$ cat src/rtl/mfp_pkg.sv
// Shared types and encodings for the MFP USART transmitter.
package mfp_pkg;

  typedef enum logic [2:0] {
    ST_IDLE,
    ST_START,
    ST_DATA,
    ST_PARITY,
    ST_STOP,
    ST_BREAK
  } tx_state_e;

  typedef enum logic [1:0] {
    WL_8 = 2'b00,
    WL_7 = 2'b01,
    WL_6 = 2'b10,
    WL_5 = 2'b11
  } wlen_e;

  typedef enum logic [1:0] {
    SM_SYNC = 2'b00,
    SM_ONE  = 2'b01,
    SM_ONE5 = 2'b10,
    SM_TWO  = 2'b11
  } stop_e;

  localparam int TSR_BE  = 7;
  localparam int TSR_EOT = 4;
  localparam int TSR_BRK = 3;
  localparam int TSR_TE  = 0;

  typedef struct packed {
    logic  div16;
    wlen_e wlen;
    stop_e stop;
    logic  par_en;
  } tx_cfg_t;

  function automatic logic [2:0] last_bit(wlen_e wl);
    return 3'd7 - 3'(wl);
  endfunction

  function automatic logic calc_parity(logic [7:0] d, wlen_e wl, logic even);
    logic [7:0] m;
    m = 8'hFF >> wl;
    return (^(d & m)) ^ ~even;
  endfunction

endpackage

$ cat src/rtl/mfp_usart_tx.sv
// MFP USART transmitter: holding register, shifter and framing FSM
// clocked by qualified timer-D pulses.
module mfp_usart_tx
  import mfp_pkg::*;
#(
  parameter int DIV_LOG2 = 4
) (
  input  logic       clk,
  input  logic       reset,
  input  logic       clk_en,
  input  logic       tc,
  input  logic [6:0] ucr,
  input  logic       tx_en,
  input  logic       brk,
  input  logic       wr,
  input  logic [7:0] din,
  output logic       so,
  output logic       buf_empty,
  output logic       eot,
  output logic       tx_irq
);

  localparam logic [DIV_LOG2-1:0] PRE_LAST = '1;
  localparam logic [DIV_LOG2-1:0] PRE_HALF = PRE_LAST >> 1;

  tx_state_e           state, nxt;
  tx_cfg_t             cfg;
  logic [DIV_LOG2-1:0] presc;
  logic [2:0]          cnt;
  logic [7:0]          shifter, hold;
  logic                par_bit;
  logic                tick, bit_done, stop_end, transfer, enter_brk, restart, ucr_ok;

  assign tick     = clk_en & tc;
  assign bit_done = tick & (~cfg.div16 | (presc == PRE_LAST));
  assign ucr_ok   = ucr[3:2] != 2'b00;
  assign restart  = (nxt != state) | transfer;

  // 1.5 stop bits under div16 ends half way through the second stop bit
  always_comb begin
    if (cfg.div16 && cfg.stop == SM_ONE5)
      stop_end = tick && cnt == 3'd1 && presc == PRE_HALF;
    else
      stop_end = bit_done && cnt == ((cfg.stop == SM_ONE) ? 3'd0 : 3'd1);
  end

  always_comb begin
    nxt       = state;
    transfer  = 1'b0;
    enter_brk = 1'b0;
    case (state)
      ST_IDLE: begin
        if (tx_en && !buf_empty && ucr_ok) begin
          if (tick) begin
            transfer = 1'b1;
            nxt      = ST_START;
          end
        end else if (clk_en && tx_en && brk) begin
          enter_brk = 1'b1;
          nxt       = ST_BREAK;
        end
      end
      ST_START:  if (bit_done) nxt = ST_DATA;
      ST_DATA:   if (bit_done && cnt == last_bit(cfg.wlen)) nxt = cfg.par_en ? ST_PARITY : ST_STOP;
      ST_PARITY: if (bit_done) nxt = ST_STOP;
      ST_STOP: begin
        if (stop_end) begin
          if (tx_en && !buf_empty && ucr_ok) begin
            transfer = 1'b1;
            nxt      = ST_START;
          end else begin
            nxt = ST_IDLE;
          end
        end
      end
      ST_BREAK:  if (clk_en && !(brk && tx_en)) nxt = ST_STOP;
      default:   nxt = ST_IDLE;
    endcase
  end

  always_comb begin
    so = 1'b1;
    case (state)
      ST_START:  so = 1'b0;
      ST_DATA:   so = shifter[0];
      ST_PARITY: so = par_bit;
      ST_BREAK:  so = 1'b0;
      default:   so = 1'b1;
    endcase
  end

  assign tx_irq = transfer;
  assign eot    = !tx_en && state == ST_IDLE;

  always_ff @(posedge clk or posedge reset) begin
    if (reset) begin
      state     <= ST_IDLE;
      cfg       <= '0;
      presc     <= '0;
      cnt       <= '0;
      shifter   <= '0;
      par_bit   <= 1'b0;
      hold      <= '0;
      buf_empty <= 1'b1;
    end else begin
      state <= nxt;
      if (restart)                presc <= '0;
      else if (tick && cfg.div16) presc <= presc + 1'b1;

      if (restart) cnt <= '0;
      else if (bit_done && (state == ST_DATA || state == ST_STOP)) cnt <= cnt + 3'd1;

      // configuration is frozen for the whole character at the transfer
      if (transfer) begin
        shifter <= hold;
        par_bit <= calc_parity(hold, wlen_e'(ucr[5:4]), ucr[0]);
        cfg     <= '{div16: ucr[6], wlen: wlen_e'(ucr[5:4]), stop: stop_e'(ucr[3:2]), par_en: ucr[1]};
      end else if (state == ST_DATA && bit_done) begin
        shifter <= shifter >> 1;
      end
      if (enter_brk)
        cfg <= '{div16: ucr[6], wlen: WL_8, stop: SM_ONE, par_en: 1'b0};

      // a write coinciding with the transfer refills holding
      if (clk_en && wr) begin
        hold      <= din;
        buf_empty <= 1'b0;
      end else if (transfer) begin
        buf_empty <= 1'b1;
      end
    end
  end

endmodule

$ cat config.mk
export PLATFORM = sky130hd
export DESIGN_NAME = mfp_usart_tx
export DESIGN_NICKNAME = d
export VERILOG_FILES = /design/src/rtl/mfp_pkg.sv /design/src/rtl/mfp_usart_tx.sv
export SDC_FILE = /design/constraint.sdc
export NUM_CORES = 1
export LEC_CHECK = 0
export ABC_AREA = 1
export BUFFER_PORTS_ARGS = -buffer_cell sky130_fd_sc_hd__buf_4
export CORE_ASPECT_RATIO = 2
export CORE_MARGIN = 2
export CORE_UTILIZATION = 53
export CTS_BUF_LIST = sky130_fd_sc_hd__clkbuf_8
export DETAILED_ROUTE_END_ITERATION = 12
export HOLD_SLACK_MARGIN = 0.12
export PLACE_DENSITY = 0.77
export SYNTH_ARGS = -nofsm -noshare
export SYNTH_HDL_FRONTEND = slang
export SYNTH_SLANG_ARGS = --single-unit
$ cat constraint.sdc
create_clock -name clk -period 1.8 [get_ports clk]
set_clock_uncertainty 0.2 [all_clocks]
set_input_delay 0.09 -clock clk [delete_from_list [all_inputs] [get_ports clk]]
set_output_delay 0.09 -clock clk [all_outputs]
set_load 0.02 [all_outputs]
### Yosys cells after proc, flatten, opt, wreduce, memory -nomap -nowiden

Cells that the tools add are included.

* input bits: 22
* register bits: 34
* output and inout bits: 4
* word-level logic and storage cells: 97

* reductions and logical operators: 29
* add/sub/neg operators: 3
* shifts and indexed selects: 1
* eq/ne operators: 13
* bitwise gates (word level): 8
* mux-type cells: 32

Operators by type and width (number)
* $mux 3: 11
* $pmux 3 s6: 1
* $logic_and 1x1->1: 16
* $mux 8: 2
* $mux 1: 12
* $mux 6: 2
* $reduce_bool 2->1: 6
* $and 8x8->8: 1
* $mux 4: 2
* $reduce_xor 8->1: 1
* $shr 8x2->8 const A: 1
* $eq 3x1->1 const B: 2
* $eq 3x2->1 const B: 2
* $eq 3x3->1 const B: 2
* $add 4x1->4 const B: 1
* $eq 4x3->1 const B: 1
* $eq 4x4->1 const B: 1
* $add 3x1->3 const B: 1
* $eq 3x1->1: 1
* $eq 3x3->1: 1
* $logic_not 1->1: 3
* $logic_not 3->1: 1
* $ne 3x3->1: 1
* $pmux 1 s3: 1
* other kinds (10): 13

### Longest topological paths before layout

Gate-level depths: netlist of the first run.

* word-level depth: 10
* gate-level depth with buffers: 13
* gate-level depth less buffers: 13

### Worst setup path after synthesis of the first run

Ideal clock, no wire load.

* path type: register to register
* from: register presc[0]
* to: register shifter[1]
* library setup time: 90 ps
* period minus slack after synthesis: 1823 ps
* cell stages (with the launch flop): 12
* arrival time: 1533 ps
* required time: 1510 ps
* setup slack: -23 ps
* buffers on the path: 2
* cell sequence: dfrtp_1 -> ha_1 -> nand3_2 -> a21oi_4 -> nand2_1 -> nand3_1 -> nand2_1 -> buf_6 -> inv_2 -> buf_6 -> nand2_1 -> o221ai_1

* word-level cells in the longest chain between the ends: 8
* elaborated cells on any way between the ends: 12
* those cells by class: eq/ne: 2; mux: 4; bitwise: 2; reduce/logical: 4

RTL lines
* from (decl): RTL line mfp_usart_tx.sv:28 `logic [DIV_LOG2-1:0] presc;`
* from (signal assigned): RTL line mfp_usart_tx.sv:108 `else if (tick && cfg.div16) presc <= presc + 1'b1;`
* $eq 4x4->1: RTL line mfp_usart_tx.sv:35 `assign bit_done = tick & (~cfg.div16 | (presc == PRE_LAST));`
* $or 1x1->1: RTL line mfp_usart_tx.sv:35
* $and 1x1->1: RTL line mfp_usart_tx.sv:35
* $logic_and 1x1->1: RTL line mfp_usart_tx.sv:44 `stop_end = bit_done && cnt == ((cfg.stop == SM_ONE) ? 3'd0 : 3'd1);`
* $mux 1 (*): RTL line mfp_usart_tx.sv:41 `if (cfg.div16 && cfg.stop == SM_ONE5)`
* $mux 1 (*): RTL line mfp_usart_tx.sv:67 `if (stop_end) begin`
* $pmux 1 s2 (*): RTL line mfp_usart_tx.sv:51 `case (state)`
* net tx_irq: RTL line mfp_usart_tx.sv:20 `output logic tx_irq`
* $mux 8 / $reduce_bool 2->1 (equally long branches)
* to (signal assigned): RTL line mfp_usart_tx.sv:115 `shifter <= hold;`
* to (signal assigned): RTL line mfp_usart_tx.sv:119 `shifter <= shifter >> 1;`
* to (decl): RTL line mfp_usart_tx.sv:30 `logic [7:0] shifter, hold;`

Mark *: on every way through the listed nets, which the timed path passes. The rest lies on a longest branch.
A chain may end at the register's enable or synchronous reset.

### Worst setup path in the final report of the first run

* from: register cnt[1]
* to: output tx_irq

* word-level cells in the longest chain between the ends: 6
* elaborated cells on any way between the ends: 8
* those cells by class: eq/ne: 2; mux: 3; reduce/logical: 3

RTL lines
* from (decl): RTL line mfp_usart_tx.sv:29 `logic [2:0] cnt;`
* from (signal assigned): RTL line mfp_usart_tx.sv:111 `else if (bit_done && (state == ST_DATA || state == ST_STOP)) cnt <= cnt + 3'd1;`
* $eq 3x1->1: RTL line mfp_usart_tx.sv:42 `stop_end = tick && cnt == 3'd1 && presc == PRE_HALF;`
* $logic_and 1x1->1 (2 in a row): RTL line mfp_usart_tx.sv:42
* $mux 1 (*): RTL line mfp_usart_tx.sv:41
* $mux 1 (*): RTL line mfp_usart_tx.sv:67
* $pmux 1 s2 (*): RTL line mfp_usart_tx.sv:51
* to (decl): RTL line mfp_usart_tx.sv:20

Every way passes the cells marked *; elsewhere a longest branch is shown, timed or not.

==> results of run 1 <==
power groups by stage:
stage | Sequential, mW | Combinational, mW | Clock (mW)
floorplan | 1.16 | 0.887 | 0
global placement | 1.17 | 1.36 | 0
detailed placement | 1.18 | 1.38 | 0
CTS | 1.17 | 1.66 | 0.558
global route | 1.21 | 2.05 | 0.592
finish | 1.19 | 1.91 | 0.561
worst min-delay path: stages:
cell and delay, ns:
buf_4 0.07, nand2_1 0.28, o21a_1 0.22
per-layer routing:
metal / vias up / GRT usage [%] / part of all wire, %
li1: 888 / - / -
met1: 918 / 28.8 / 33
met2: 89 / 49.7 / 56
met3: 39 / 6.53 / 4.2
met4: 0 / 20.0 / 6.5
met5: - / 0 / 0
per-stage QoR:
step	TNS, ns	setup slack (ns)	total power [mW]	area (um^2)
after detailed placement	-2.89	-0.170	2.56	2310
after global placement	-2.20	-0.153	2.52	2310
after floorplan	-0.0174	-0.00344	2.05	1910
after CTS	-0.849	-0.0991	3.39	2700
final	-1.58	-0.131	3.67	2830
after global routing	-3.71	-0.215	3.85	2830
registers in the layout (all words and copies together) (netlist names):
signal     flops
buf_empty      1
cfg            6
shifter        8
presc          4
state          3
cnt            3
par_bit        1
hold           8
final cells by class:
type / instances / area (um^2)
flip-flops and latches: 34 / 853
repair buffers: 75 / 627
clock inverters: 3 / 17.5
inverters: 34 / 130
fillers: 178 / 584
clock buffers: 5 / 68.8
multi-input cells: 153 / 1070
well taps: 48 / 60.1
layout by cell type, fill, tap and decap left out, types with 3 or more instances in the layout:
cell / n
a21oi_1: 4
buf_4: 54
buf_6: 5
clkbuf_8: 5
dfrtp_1: 32
dlygate4sd3_1: 15
inv_1: 29
inv_2: 5
mux2_2: 6
nand2_1: 32
nand2_2: 11
nand3_1: 8
nand3_2: 5
nand4_1: 4
nor2_1: 22
nor2_2: 7
nor3_1: 3
o21ai_0: 4
o221ai_2: 4
o22ai_2: 3
xnor2_1: 5
xor2_1: 8
worst paths after layout:
kind                                         end  slack [ns]  cells past startpoint
setup / recovery                          tx_irq       -0.13                      9
hold / removal             buf_empty$_DFFE_PP1P_        0.18                      3
setup reg to reg            presc[3]$_DFFE_PP0P_       -0.13                     10
hold reg to reg              par_bit$_DFFE_PP0P_        0.32                      2
max in group asynchronous  buf_empty$_DFFE_PP1P_        0.80                      4
min in group asynchronous    hold[6]$_DFFE_PP0P_        0.26                      4
cells by family (layout without fill, tap and decap cells):
logic type | count (synthesis) | after routing | share of synthesized area, %
AND/OR/NAND/NOR | 102 | 102 | 24.5
buffers and inverters | 37 | 117 | 8.11
XOR/XNOR | 13 | 13 | 6.00
flip-flops | 34 | 34 | 44.9
multiplexers | 7 | 7 | 4.09
adder cells (fa/ha/maj) | 3 | 3 | 1.98
AO/OA/AOI/OAI | 28 | 28 | 10.4
repair_timing:
item | in CTS | in global routing
pin swaps | 9 | 2
hold buffers | 15 | 0
endpoints found under the setup margin | 25 | 27
endpoints found under the hold margin | 48 | 0
gates resized for setup | 21 | 29
setup buffers | 8 | 2
==> qor.txt, run 1 <==
Fmax - 518 MHz
Max cap viols - 0
Finished Core Util - 82.9%
Most used cell along the critical path - nor2_2
Most common cell in the netlist - nand2_1
Async set-or-reset flop fraction in the synthesized netlist - 100%
CTS tree - done
Synth top area cells - dfrtp_1, nand2_1, inv_1
Initial core utilization - 55.5%
Num CTS Buffers - 5
Die X - 46.3 um
Sinks on Clock Net - 34
Critical path buffer and inverter count - 3
Worst VDD drop - 0.860 mV
Vias - 1934
Hold Startpoint - wr
N_diodes - 0
Startpoint Class - flip-flop
IO Port Bufs - 25
Leakage - 1.38 nW
Worst reg2reg startpoint - state[2]$_DFF_PP0_
Row count - 30
Post-Route WL - 5850 um
Crit path largest cell delay - 0.39 ns
Share of the synthesized area in the top cell type - 43.5%
Clk pwr share - 15.3%
Sequential share of the synthesized area - 44.9%
Crit. End Element - output port
Violated checks - setup timing
Final nets - 328
Reg clk slew, reported paths - 0.07 ns
Clock Tree Buf Depth - 2
All-Layer GR Usage - 28.9%
Final hold vios - 0
Number of H-tree levels - 2
Drt pass-1 iters - 4
Yosys warns - 0
Initial antenna violation count - 0
Post-DP HPWL - 3290 um
Hold WS - 0.180 ns
Routability Congestion - 0.816
Vias in the first global route - 1984
Routed Antenna Nets - 0
Fin worst setup slack - -0.131 ns
Largest net degree at the start of global routing - 35
Endpoints failing setup - 25
Worst rel slew slack - 68.5%
Placed cells - 319
Post-synthesis register bit count - 34
Root Buffer - clkbuf_8
Mapped Cells - 224
IO Pins - 26
Final period utilization - 107%
First-pass GRT wire length - 8480 um
Worst Path Required - 1.51 ns
Routed len/inst - 16.6 um
Distinct cell type count after synthesis - 35
Worst hold path type - in2reg
Skew-Pair Late Insertion Delay - 0.29 ns
Fin crit period - 1.93 ns
CP top delay family - simple AND/OR/NAND/NOR gates
Most used flip-flop cell after synthesis - dfrtp_1
Die Ht - 88.6 um
Sw frac - 41.2%
Combinational Power Share - 52.1%
Flop pwr share - 32.5%
Max Slew Vio Count - 0
Drt initial violations - 59
RSZ-0062 raised after global routing - true
Syn_nets - 249
DIE AREA - 4100 um^2
Area growth, synth to finish - 49.3%
Crit Path Max Fanout - 4
P_sw - 1.51 mW
Synth top cells by count - nand2_1, dfrtp_1, inv_1
Core area - 3420 um^2
EDFF count, synth - 0
Slowest-stage cell, CP - dfrtp_1
Syn Std Cell Area - 1900 um^2
Via density - 5.49
Top cell type by total area after synthesis - dfrtp_1
Tightest Pin Transition - 0.471 ns
Outcome - finished, violations left
P_int - 2.16 mW
Drt drc - 0
Arrival @ worst endpoint - 1.64 ns
Post-route insts no fill - 352
Critical path class - reg2out
PwrDens - 1290 nW/um^2
Share of layout cells above drive strength 1 - 40.8%
Crit path from - cnt[1]$_DFFE_PP0P_
Grt total ovfl - 0
Syn avg cell area - 8.47 um^2
Ordered list of cells on the worst path - buf_4 > nor2_2 > nand2_1 > nor2_2 > nand2_2 > nand3_2 > nand2_4 > inv_4 > buf_6
Power figures use the tool's default switching activity.
==> run 2, diff against run 1 <==
REMOVE_ABC_BUFFERS = 1   (was unset)
==> run 2 against run 1 <==
Against the previous run:
- the run still ends with setup timing left
- fmax is 3.4% lower
- first-iteration DRC count is 29% higher
- count of clock-buffer cells in the layout increased by 1
- routed wire length up 3.5%
- setup slack lost 0.069 ns
- die area stayed put
- non-clock buffer count rose by 5
- sequential power about the same
- critical endpoint is now cnt[1]$_DFFE_PP0P_
==> qor.txt, run 2 (same netlist as run 1, synthesis figures left out) <==
Outcome - finished, violations left (unchanged)
Violated checks - setup timing (unchanged)
Clock Tree Buf Depth - 2 (unchanged)
Critical path buffer and inverter count - 2 (was 3)
IO Pins - 26 (unchanged)
Core area - 3420 um^2 (unchanged)
PwrDens - 1290 nW/um^2 (about the same)
Place WS - -0.207 ns (was -0.170 ns)
Number of H-tree levels - 2 (unchanged)
Sinks on Clock Net - 34 (unchanged)
Startpoint Class - flip-flop (unchanged)
Num CTS Buffers - 5 (unchanged)
Initial core utilization - 55.5% (unchanged)
Routed Antenna Nets - 0 (unchanged)
Fmax - 500 MHz (was 518 MHz)
Worst rel slew slack - 69.9% (was 68.5%)
Arrival @ worst endpoint - 2.02 ns (was 1.64 ns)
Grt total ovfl - 0 (unchanged)
Largest net degree at the start of global routing - 35 (unchanged)
Area growth, synth to finish - 53.9% (was 49.3%)
Endpoints failing setup - 24 (was 25)
Fin worst setup slack - -0.200 ns (was -0.131 ns)
Crit. End Element - flip-flop (was output port)
Slowest-stage cell, CP - dfrtp_1 (unchanged)
Reg clk slew, reported paths - 0.07 ns (about the same)
Row count - 30 (unchanged)
Worst Path Required - 1.82 ns (was 1.51 ns)
Drt pass-1 iters - 4 (unchanged)
All-Layer GR Usage - 29.7% (was 28.9%)
Final nets - 333 (was 328)
Hold WS - 0.154 ns (was 0.180 ns)
Die X - 46.3 um (unchanged)
Skew-Pair Late Insertion Delay - 0.29 ns (about the same)
Vias in the first global route - 2037 (was 1984)
Most common cell after layout, fill and taps aside - buf_4 (unchanged)
Vias - 1972 (was 1934)
Routed len/inst - 16.9 um (was 16.6 um)
Routability Congestion - 0.873 (was 0.816)
Final period utilization - 111% (was 107%)
Ordered list of cells on the worst path - buf_4 > nand3_4 > a21oi_4 > buf_6 > nand4_1 > nand3_2 > nand2_1 > nand2_2 > nand3_4 > nor2_2 (was buf_4 > nor2_2 > nand2_1 > nor2_2 > nand2_2 > nand3_2 > nand2_4 > inv_4 > buf_6)
Crit path largest cell delay - 0.41 ns (was 0.39 ns)
Worst hold path type - in2reg (unchanged)
Drt drc - 0 (unchanged)
Placed cells - 319 (unchanged)
Die Ht - 88.6 um (unchanged)
Most used cell along the critical path - nand3_4 (was nor2_2)
Post-DP HPWL - 3280 um (was 3290 um)
Crit Path Max Fanout - 7 (was 4)
IO Port Bufs - 25 (unchanged)
WL met2 - 3510 um (was 3270 um)
Via density - 5.51 (was 5.49)
Initial antenna violation count - 1 (was 0)
Regs by FF count - hold x8, shifter x8, cfg x6 (unchanged)
Metal3 WL - 229 um (was 244 um)
Max Slew Vio Count - 0 (unchanged)
Wire length on met1 - 1940 um (about the same)
Fin crit period - 2.00 ns (was 1.93 ns)
CP top delay family - simple AND/OR/NAND/NOR gates (unchanged)
RSZ-0062 raised after global routing - true (unchanged)
Leakage - 1.41 nW (was 1.38 nW)
Drt initial violations - 76 (was 59)
DIE AREA - 4100 um^2 (unchanged)
DR top layer - met4 (unchanged)
Root Buffer - clkbuf_8 (unchanged)
Max cap viols - 0 (unchanged)
Worst VDD drop - 0.928 mV (was 0.860 mV)
Tightest Pin Transition - 0.452 ns (was 0.471 ns)
Post-route insts no fill - 358 (was 352)
Final hold vios - 0 (unchanged)
Post-Route WL - 6050 um (was 5850 um)
CTS tree - done (unchanged)
Commonest cells after routing, fill and taps aside - buf_4, nand2_1, dfrtp_1 (unchanged)
Share of layout cells above drive strength 1 - 41.7% (was 40.8%)
First-pass GRT wire length - 8540 um (was 8480 um)
Critical path class - reg2reg (was reg2out)
[run 2: worst min-delay path, delay by kind of cell]
kind | cells | cell delay, ns
AOI/OAI and AO/OA | 1 | 0.21
buffers and inverters | 1 | 0.07
and+or+nand+nor | 1 | 0.26
[run 2: metal layers]
metal	global-route usage, %	up-vias
li1	-	898
met1	26.1	956
met2	56.4	79
met3	4.49	39
met4	19.5	0
met5	0	-
[run 2: where the power goes]
part,internal (mW),switching [mW],total (mW)
sequential,1.01,0.187,1.19
combinational,0.902,1.08,1.98
clock,0.303,0.278,0.581
[run 2: metrics by stage]
| step | setup TNS (ns) | power, mW | instance area [um^2] | util, % |
|---|---|---|---|---|
| CTS | -0.606 | 3.43 | 2730 | 79.9 |
| global placement | -1.55 | 2.51 | 2310 | 67.5 |
| detailed placement | -3.30 | 2.54 | 2310 | 67.5 |
| floorplan | -1.35 | 2.01 | 1870 | - |
| global route | -4.84 | 3.96 | 2920 | 85.5 |
| finish | -2.62 | 3.76 | 2920 | 85.5 |
[run 2: path summary, 6_finish.rpt]
kind                            slack, ns  depth (start not counted)                     to                 start
min in group asynchronous            0.32                          4     cfg[1]$_DFFE_PP0P_                 reset
worst max-delay path                -0.20                         10     cnt[1]$_DFFE_PP0P_  presc[3]$_DFFE_PP0P_
worst min-delay path                 0.15                          3  buf_empty$_DFFE_PP1P_                    wr
max in group asynchronous            0.73                          4  buf_empty$_DFFE_PP1P_                 reset
worst min register to register       0.34                          2    par_bit$_DFFE_PP0P_   par_bit$_DFFE_PP0P_
worst max register to register      -0.20                         10     cnt[1]$_DFFE_PP0P_  presc[3]$_DFFE_PP0P_
[run 2: repair_timing]
action	4_1_cts	5_1_grt
setup buffers	8	6
hold buffers	15	0
gates resized for setup	31	28
setup endpoints to repair	24	27
endpoints found under the hold margin	48	0
cloned	0	1
pin swaps	8	13
[run 2: final cells by class]
type / count / area [um^2]
well taps: 48 / 60.1
clock buffers: 6 / 82.6
repair buffers: 80 / 686
diodes: 1 / 2.50
flip-flops and latches: 34 / 852
fillers: 167 / 497
inverters: 34 / 130
clock inverters: 2 / 8.76
multi-input cells: 153 / 1100
